$ cat config.mk
export PLATFORM = sky130hd
export DESIGN_NAME = seq_div_32bit
export DESIGN_NICKNAME = d
export VERILOG_FILES = /design/src/rtl/seq_div_32bit.sv
export SDC_FILE = /design/constraint.sdc
export NUM_CORES = 1
export LEC_CHECK = 0
export CAP_MARGIN = 15
export CORE_ASPECT_RATIO = 0.7
export CORE_MARGIN = 4
export CORE_UTILIZATION = 50
export CTS_CLUSTER_SIZE = 25
export DETAILED_ROUTE_END_ITERATION = 7
export PLACE_DENSITY = 0.83
export SYNTH_ARGS = -nofsm -noshare
export SYNTH_HDL_FRONTEND = slang
export SYNTH_SLANG_ARGS = --single-unit
$ cat constraint.sdc
create_clock -name clk -period 6.8 [get_ports clk]
set_input_delay 1.02 -clock clk [delete_from_list [all_inputs] [get_ports clk]]
set_output_delay 1.02 -clock clk [all_outputs]
set_load 0.1 [all_outputs]
$ cat src/rtl/seq_div_32bit.sv
// seq_div_32bit: restoring sequential divider, one quotient bit per clock,
// signed (truncating toward zero) or unsigned, with start/busy/done handshake.
module seq_div_32bit #(
    parameter int WIDTH = 32
) (
    input  logic             clk,
    input  logic             rst_n,
    input  logic             start,
    input  logic             is_signed,
    input  logic [WIDTH-1:0] dividend,
    input  logic [WIDTH-1:0] divisor,
    output logic             busy,
    output logic             done,
    output logic [WIDTH-1:0] quotient,
    output logic [WIDTH-1:0] remainder,
    output logic             div_by_zero
);
    localparam int CW = $clog2(WIDTH + 1);
    typedef enum logic [1:0] {IDLE, RUN, DONE} state_t;
    state_t           r_state;
    logic [CW-1:0]    r_count;
    logic [WIDTH-1:0] r_p;
    logic [WIDTH-1:0] r_q;
    logic [WIDTH-1:0] r_d;
    logic             r_qneg;
    logic             r_rneg;
    logic [WIDTH-1:0] w_abs_a;
    logic [WIDTH-1:0] w_abs_b;
    logic [WIDTH:0]   w_shift;
    logic [WIDTH:0]   w_trial;
    logic             w_fit;
    logic [WIDTH-1:0] w_q_next;
    logic [WIDTH-1:0] w_p_next;
    logic             w_last;
    // Negating the most negative value wraps to 2^(WIDTH-1), which is the correct unsigned magnitude.
    assign w_abs_a  = (is_signed && dividend[WIDTH-1]) ? -dividend : dividend;
    assign w_abs_b  = (is_signed && divisor[WIDTH-1]) ? -divisor : divisor;
    // P < D always holds, so the shifted value is below 2D and WIDTH+1 bits keep the trial sign exact.
    assign w_shift  = {r_p, r_q[WIDTH-1]};
    assign w_trial  = w_shift - {1'b0, r_d};
    assign w_fit    = ~w_trial[WIDTH];
    assign w_q_next = {r_q[WIDTH-2:0], w_fit};
    assign w_p_next = w_fit ? w_trial[WIDTH-1:0] : w_shift[WIDTH-1:0];
    assign w_last   = r_count == CW'(WIDTH - 1);
    always_ff @(posedge clk or negedge rst_n) begin
        if (!rst_n) begin
            r_state     <= IDLE;
            r_count     <= '0;
            r_p         <= '0;
            r_q         <= '0;
            r_d         <= '0;
            r_qneg      <= 1'b0;
            r_rneg      <= 1'b0;
            busy        <= 1'b0;
            done        <= 1'b0;
            quotient    <= '0;
            remainder   <= '0;
            div_by_zero <= 1'b0;
        end else begin
            case (r_state)
                IDLE: if (start) begin
                    r_p         <= '0;
                    r_q         <= w_abs_a;
                    r_d         <= w_abs_b;
                    r_count     <= '0;
                    r_qneg      <= is_signed & (dividend[WIDTH-1] ^ divisor[WIDTH-1]);
                    r_rneg      <= is_signed & dividend[WIDTH-1];
                    div_by_zero <= divisor == '0;
                    if (divisor == '0) begin
                        quotient  <= '1;
                        remainder <= dividend;
                        done      <= 1'b1;
                        r_state   <= DONE;
                    end else begin
                        busy    <= 1'b1;
                        r_state <= RUN;
                    end
                end
                RUN: begin
                    r_p     <= w_p_next;
                    r_q     <= w_q_next;
                    r_count <= r_count + CW'(1);
                    if (w_last) begin
                        quotient  <= r_qneg ? -w_q_next : w_q_next;
                        remainder <= r_rneg ? -w_p_next : w_p_next;
                        busy      <= 1'b0;
                        done      <= 1'b1;
                        r_state   <= DONE;
                    end
                end
                DONE: begin
                    done    <= 1'b0;
                    r_state <= IDLE;
                end
                default: r_state <= IDLE;
            endcase
        end
    end
endmodule

* Yosys cells after proc, flatten, opt, wreduce, memory -nomap -nowiden
Index checks and enable logic that the tools add are counted.
** Word-level totals
- Bits in registers :: 173
- Input bits :: 68
- Output and inout port bits :: 67
** Cells by class
- Add/subtract/negate cells :: 6
- Equality and inequality tests :: 7
- Mux-type cells :: 31
- Bitwise operators :: 4
- Reductions and logical operators :: 12
** Operator list (number)
- 2-to-1 mux 32 bit :: 13
- case mux 32 bit (2 select lines) :: 4
- negator 32 bit :: 4
- subtractor 33 x 32 -> 33 bit :: 1
- logical NOT 32 bit :: 1
- case mux 6 bit (2 select lines) :: 1
- AND reduction 4 bit :: 3
- != test 2 bit, second input constant :: 4
- adder 6 x 1 -> 6 bit, second input constant :: 1
- == test 6 x 5 -> 1 bit, second input constant :: 1
- 2-to-1 mux 1 bit :: 6
- 2-to-1 mux 2 bit :: 3
- 2-to-1 mux 6 bit :: 1
- AND reduction 2 bit :: 3
- case mux 2 bit (2 select lines) :: 1
- case mux 1 bit (3 select lines) :: 1
- nonzero test 3 bit :: 1
- bitwise AND 1 bit :: 2
- == test 2 x 1 -> 1 bit, second input constant :: 1
- == test 2 bit, second input constant :: 1
- logical AND 1 bit :: 2
- logical NOT 2 bit :: 1
- case mux 1 bit (2 select lines) :: 1
- nonzero test 2 bit :: 1
- 2 further kinds :: 2

* Logic depth before layout (Yosys ltp)
- Depth in word-level cells :: 6
- Mapped depth :: 22
- Gate-level depth less buffers :: 20

* Worst setup path before layout
OpenSTA, ideal clock, no wires.
- Kind :: flip-flop to flip-flop
- Start :: register r_q[31]
- End :: register quotient[26]
- Library setup time :: 0.141 ns
- Data arrival time :: 5.527 ns
- Setup slack :: 1.132 ns
- Stages on the path, launching flop included :: 23
- Path buffers :: 3
- Cell sequence :: dfrtp_1 -> inv_1 -> ha_1 -> fa_1 -> nor2b_1 -> o31a_1 -> o2111ai_2 -> a2111oi_4 -> o21a_1 -> nor2_2 -> inv_2 -> buf_2 -> clkbuf_1 -> clkbuf_1 -> ha_1 -> nand2_1 -> or3_1 -> or4_1 -> or3_1 -> or3_1 -> o41ai_1 -> xor2_1 -> a31oi_1
** Between the ends
- Cells in the longest elaborated chain, start to end :: 6
** RTL lines
- start, declared :: line 23 : logic [WIDTH-1:0] r_q;
- start signal, assigned :: line 63 : r_q <= w_abs_a;
- start signal, assigned :: line 81 : r_q <= w_q_next;
- subtractor 33 x 32 -> 33 bit :: line 40 : assign w_trial = w_shift - {1'b0, r_d};
- inverter 1 bit :: line 41 : assign w_fit = ~w_trial[WIDTH];
- negator 32 bit :: line 84 : quotient <= r_qneg ? -w_q_next : w_q_next;
- 2-to-1 mux 32 bit :: line 84
- 2-to-1 mux 32 bit :: line 83 : if (w_last) begin
- case mux 32 bit (2 select lines) :: line 60 : case (r_state)
- end signal, assigned :: line 84
- end, declared :: line 14 : output logic [WIDTH-1:0] quotient,
No other way between the ends. The select of a mux whose other input is x is not followed.
A chain may end at the register's enable or synchronous reset.

* Worst setup path after layout
Same ends and word-level chain as after synthesis.

==> results.yml <==
final_layout:
  layout_commonest_cell: "sky130_fd_sc_hd__nand2_1"
  final-instance-count-excl-fill: 1961
  final_layout_size_suffix_gt1_share_pct: 4.58
  fillerInstances: 2155
  n_antenna_cell: 0
  layout_common_cells: "sky130_fd_sc_hd__nand2_1 (206), sky130_fd_sc_hd__o21ai_0 (186), sky130_fd_sc_hd__dfrtp_1 (173)"
  area_growth_pct: 17.2
  finish.net_count: 1732
worst_hold_path:
  worstHoldStart: "r_d[26]"
  worstHoldPathType: "reg -> reg"
worst_setup_path:
  cell_breakdown_of_the_critical_path: "inv_1 -> ha_1 -> fa_1 -> nor2b_1 -> o31a_1 -> o2111ai_2 -> a2111oi_4 -> o21a_1 -> buf_4 -> nor2_4 -> inv_2 -> ha_1 -> nand2_1 -> or3_1 -> or4_1 -> or3_1 -> or3_1 -> o41ai_1 -> xor2_1 -> a31oi_1"
  cp_data_required_time_ns: 7.10
  launch_instance_of_the_worst_register_to_register_path: "r_q[31]"
  cp-start-kind: "flip-flop"
  worst_setup_end_kind: "flip-flop"
  crit_type: "reg -> reg"
  worst_ep_arrival_time_ns: 6.14
  critical_path.max_fanout: 13
  startpoint: "r_q[31]"
  cp_slowest_stage_delay_ns: 0.50
  cp_num_buf_inv: 3
  library_cell_appearing_most_often_on_the_critical_path: "sky130_fd_sc_hd__or3_1"
  timing.critical_path.slowest_stage_cell: "sky130_fd_sc_hd__or3_1"
  cp_delay_by_family_top: "simple AND/OR/NAND/NOR gates"
cts:
  cts_htree_levels: 4
  clockBufferDepth: 2
  cts.hold.buffers_added: 0
  clock_tree_from_tritoncts: "yes"
  cts_buffers: 17
  clk_transition_reported_paths_ns: 0.07
  count_of_cells_resized_by_post_cts_repair: 0
  cts.sink_count: 173
  clk-insertion-delay-late_ns: 0.45
  post-cts-setup-buffers: 0
  cts_root_buf: "sky130_fd_sc_hd__clkbuf_16"
route:
  via_count: 12300
  detail_route.drc_violations: 0
  route.detailed.vias_per_inst: 6.26
  avgRoutedWirePerCell_um: 19.6
  drt.antenna.violating_nets: 0
  drt_first_iter_violations: 1428
  firstDrtPassIters: 5
  wl_um: 38400
synth:
  syn_avg_cell_area_um2: 8.07
  yosys-top-cells-area: "sky130_fd_sc_hd__dfrtp_1 (35%), sky130_fd_sc_hd__o21ai_0 (7.5%), sky130_fd_sc_hd__nand2_1 (6.2%), sky130_fd_sc_hd__xor2_1 (5.3%), sky130_fd_sc_hd__a21oi_1 (5.1%)"
  post_synthesis_sequential_area_ratio_pct: 34.8
  mappedNetlistNets: 1652
  synth_edf_count: 0
  synth_cell_types: 77
  synth.ff_latch_count: 173
  syn_area_um2: 12400
  synthesis.instances: 1543
  yosysWarningCount: 0
  ys_async_sr_fraction_pct: 100
  yosys.area.top_type_share_pct: 34.8
  synth_flop_type: "sky130_fd_sc_hd__dfrtp_1"
  synth.largest_area_cell: "sky130_fd_sc_hd__dfrtp_1"
floorplanning:
  die_w_um: 197
  die_height_um: 140
  coreArea_um2: 24600
  i_o_pin_cnt: 135
  start_util_pct: 50.7
  fp.dieArea_um2: 27500
  num_rows: 48
status:
  run_status: "completed"
global_routing:
  globalRouteOverflowTotal: 0
  antenna_violations_before_repair: 1
  maximum_number_of_pins_on_one_net_before_global_route_repair: 105
  global_route.usage.total_pct: 27.5
  first_pass_grt_wire_length_um: 61500
  first_global_vias: 11600
placed_design:
  placed_cells: 1928
  hpwlAfterDp_um: 28200
  gp_routability_congestion: 0.955
  port_buffers: 134
sta:
  slew_headroom_pct: 25.5
  upper_clock_frequency_limit_mhz: 171
  post-route-period-util_pct: 85.9
  report.final.slew_viol_count: 0
  setup_violations: 0
  layout_min_cycle_time_ns: 5.84
  setup_tns_ns: 0
  worst_pin_slew_ns: 1.12
  finClkSkew_ns: 0.0114
  unrepaired_setup_endpoints_after_global_routing: "no"
  finalHoldViolCount: 0
pwr:
  power_leakage_nw: 6.08
  ir_worst_vdd_mv: 0.678
  power_mw: 7.26
  p_per_area_nw_per_um2: 497
job:
  drv_cap: 0
path summary, 6_finish.rpt:
kind / slack (ns) / end / cells after the start
max: 0.96 / quotient[26] / 20
min: 0.48 / r_d[26] / 2
max reg2reg: 0.96 / quotient[26] / 20
min reg2reg: 0.48 / r_d[26] / 2
max in group asynchronous: 4.60 / r_p[9] / 2
min in group asynchronous: 0.68 / quotient[25] / 1
worst min-delay path, stage by stage (launching register included):
cell	delay, ns
sky130_fd_sc_hd__dfrtp_1	0.34
sky130_fd_sc_hd__nand2_1	0.05
sky130_fd_sc_hd__o21ai_0	0.06
per-layer routing:
layer / up-vias / share of wire, % / GRT usage, %
li1: 5740 / - / -
met1: 5892 / 45 / 40.2
met2: 562 / 43 / 40.8
met3: 77 / 8.8 / 6.59
met4: 2 / 2.2 / 7.70
met5: - / 0.034 / 0
cell families after synthesis:
| family | after synthesis | synth area share [%] |
|---|---|---|
| simple gates | 511 | 18.9 |
| xor+xnor | 126 | 8.86 |
| mux | 39 | 3.16 |
| compound gates | 515 | 25.8 |
| fa+ha+maj | 41 | 4.18 |
| flops | 173 | 34.8 |
| buf+inv | 138 | 4.27 |
state kept, by name, summed over array words and instances (netlist names):
name,cells
busy,1
div_by_zero,1
done,1
quotient,32
r_count,6
r_d,32
r_p,32
r_q,32
r_qneg,1
r_rneg,1
r_state,2
remainder,32
Yosys cell counts, drive strengths merged (7+ instances only):
cell type	instances
nor2	131
o21a	12
ha	40
or4	15
a211oi	7
and3	15
buf	20
o21ai	198
or3	31
nor4	14
nand3	19
o31ai	31
nand2	207
dfrtp	173
clkbuf	65
xor2	76
a21o	11
o41ai	16
a31oi	42
nor3	28
and2	14
nand4	18
a21oi	127
xnor2	50
inv	53
mux2i	37
power by group:
group,switching (mW),leakage [nW],internal (mW)
combinational,3.16,3.62,1.24
clock,0.456,0.289,0.566
sequential,0.404,2.17,1.43
total,4.02,6.08,3.24
per-stage QoR:
stage / hold slack (ns) / area [µm²] / worst slack, ns / util [%]
after detailed placement: 0.470 / 14000 / 1.09 / 57.0
final: 0.478 / 14600 / 0.957 / 59.4
after floorplan: 0.450 / 12400 / 1.13 / -
after CTS: 0.484 / 14600 / 1.05 / 59.4
after global placement: 0.463 / 14000 / 1.29 / 57.0
after global routing: 0.502 / 14600 / 0.672 / 59.4
final cells by class:
class                      instances  area [µm²]  area share (%)
sequential                       173        4330            29.7
inverter                          53         199            1.36
clock buffer                      21         460            3.15
multi-input combinational       1232        7630            52.3
timing repair buffer             146        1440            9.87
tap                              325         407            2.79
clock inverter                    11         130           0.891
Note: power is estimated with default switching activity, not from simulation.
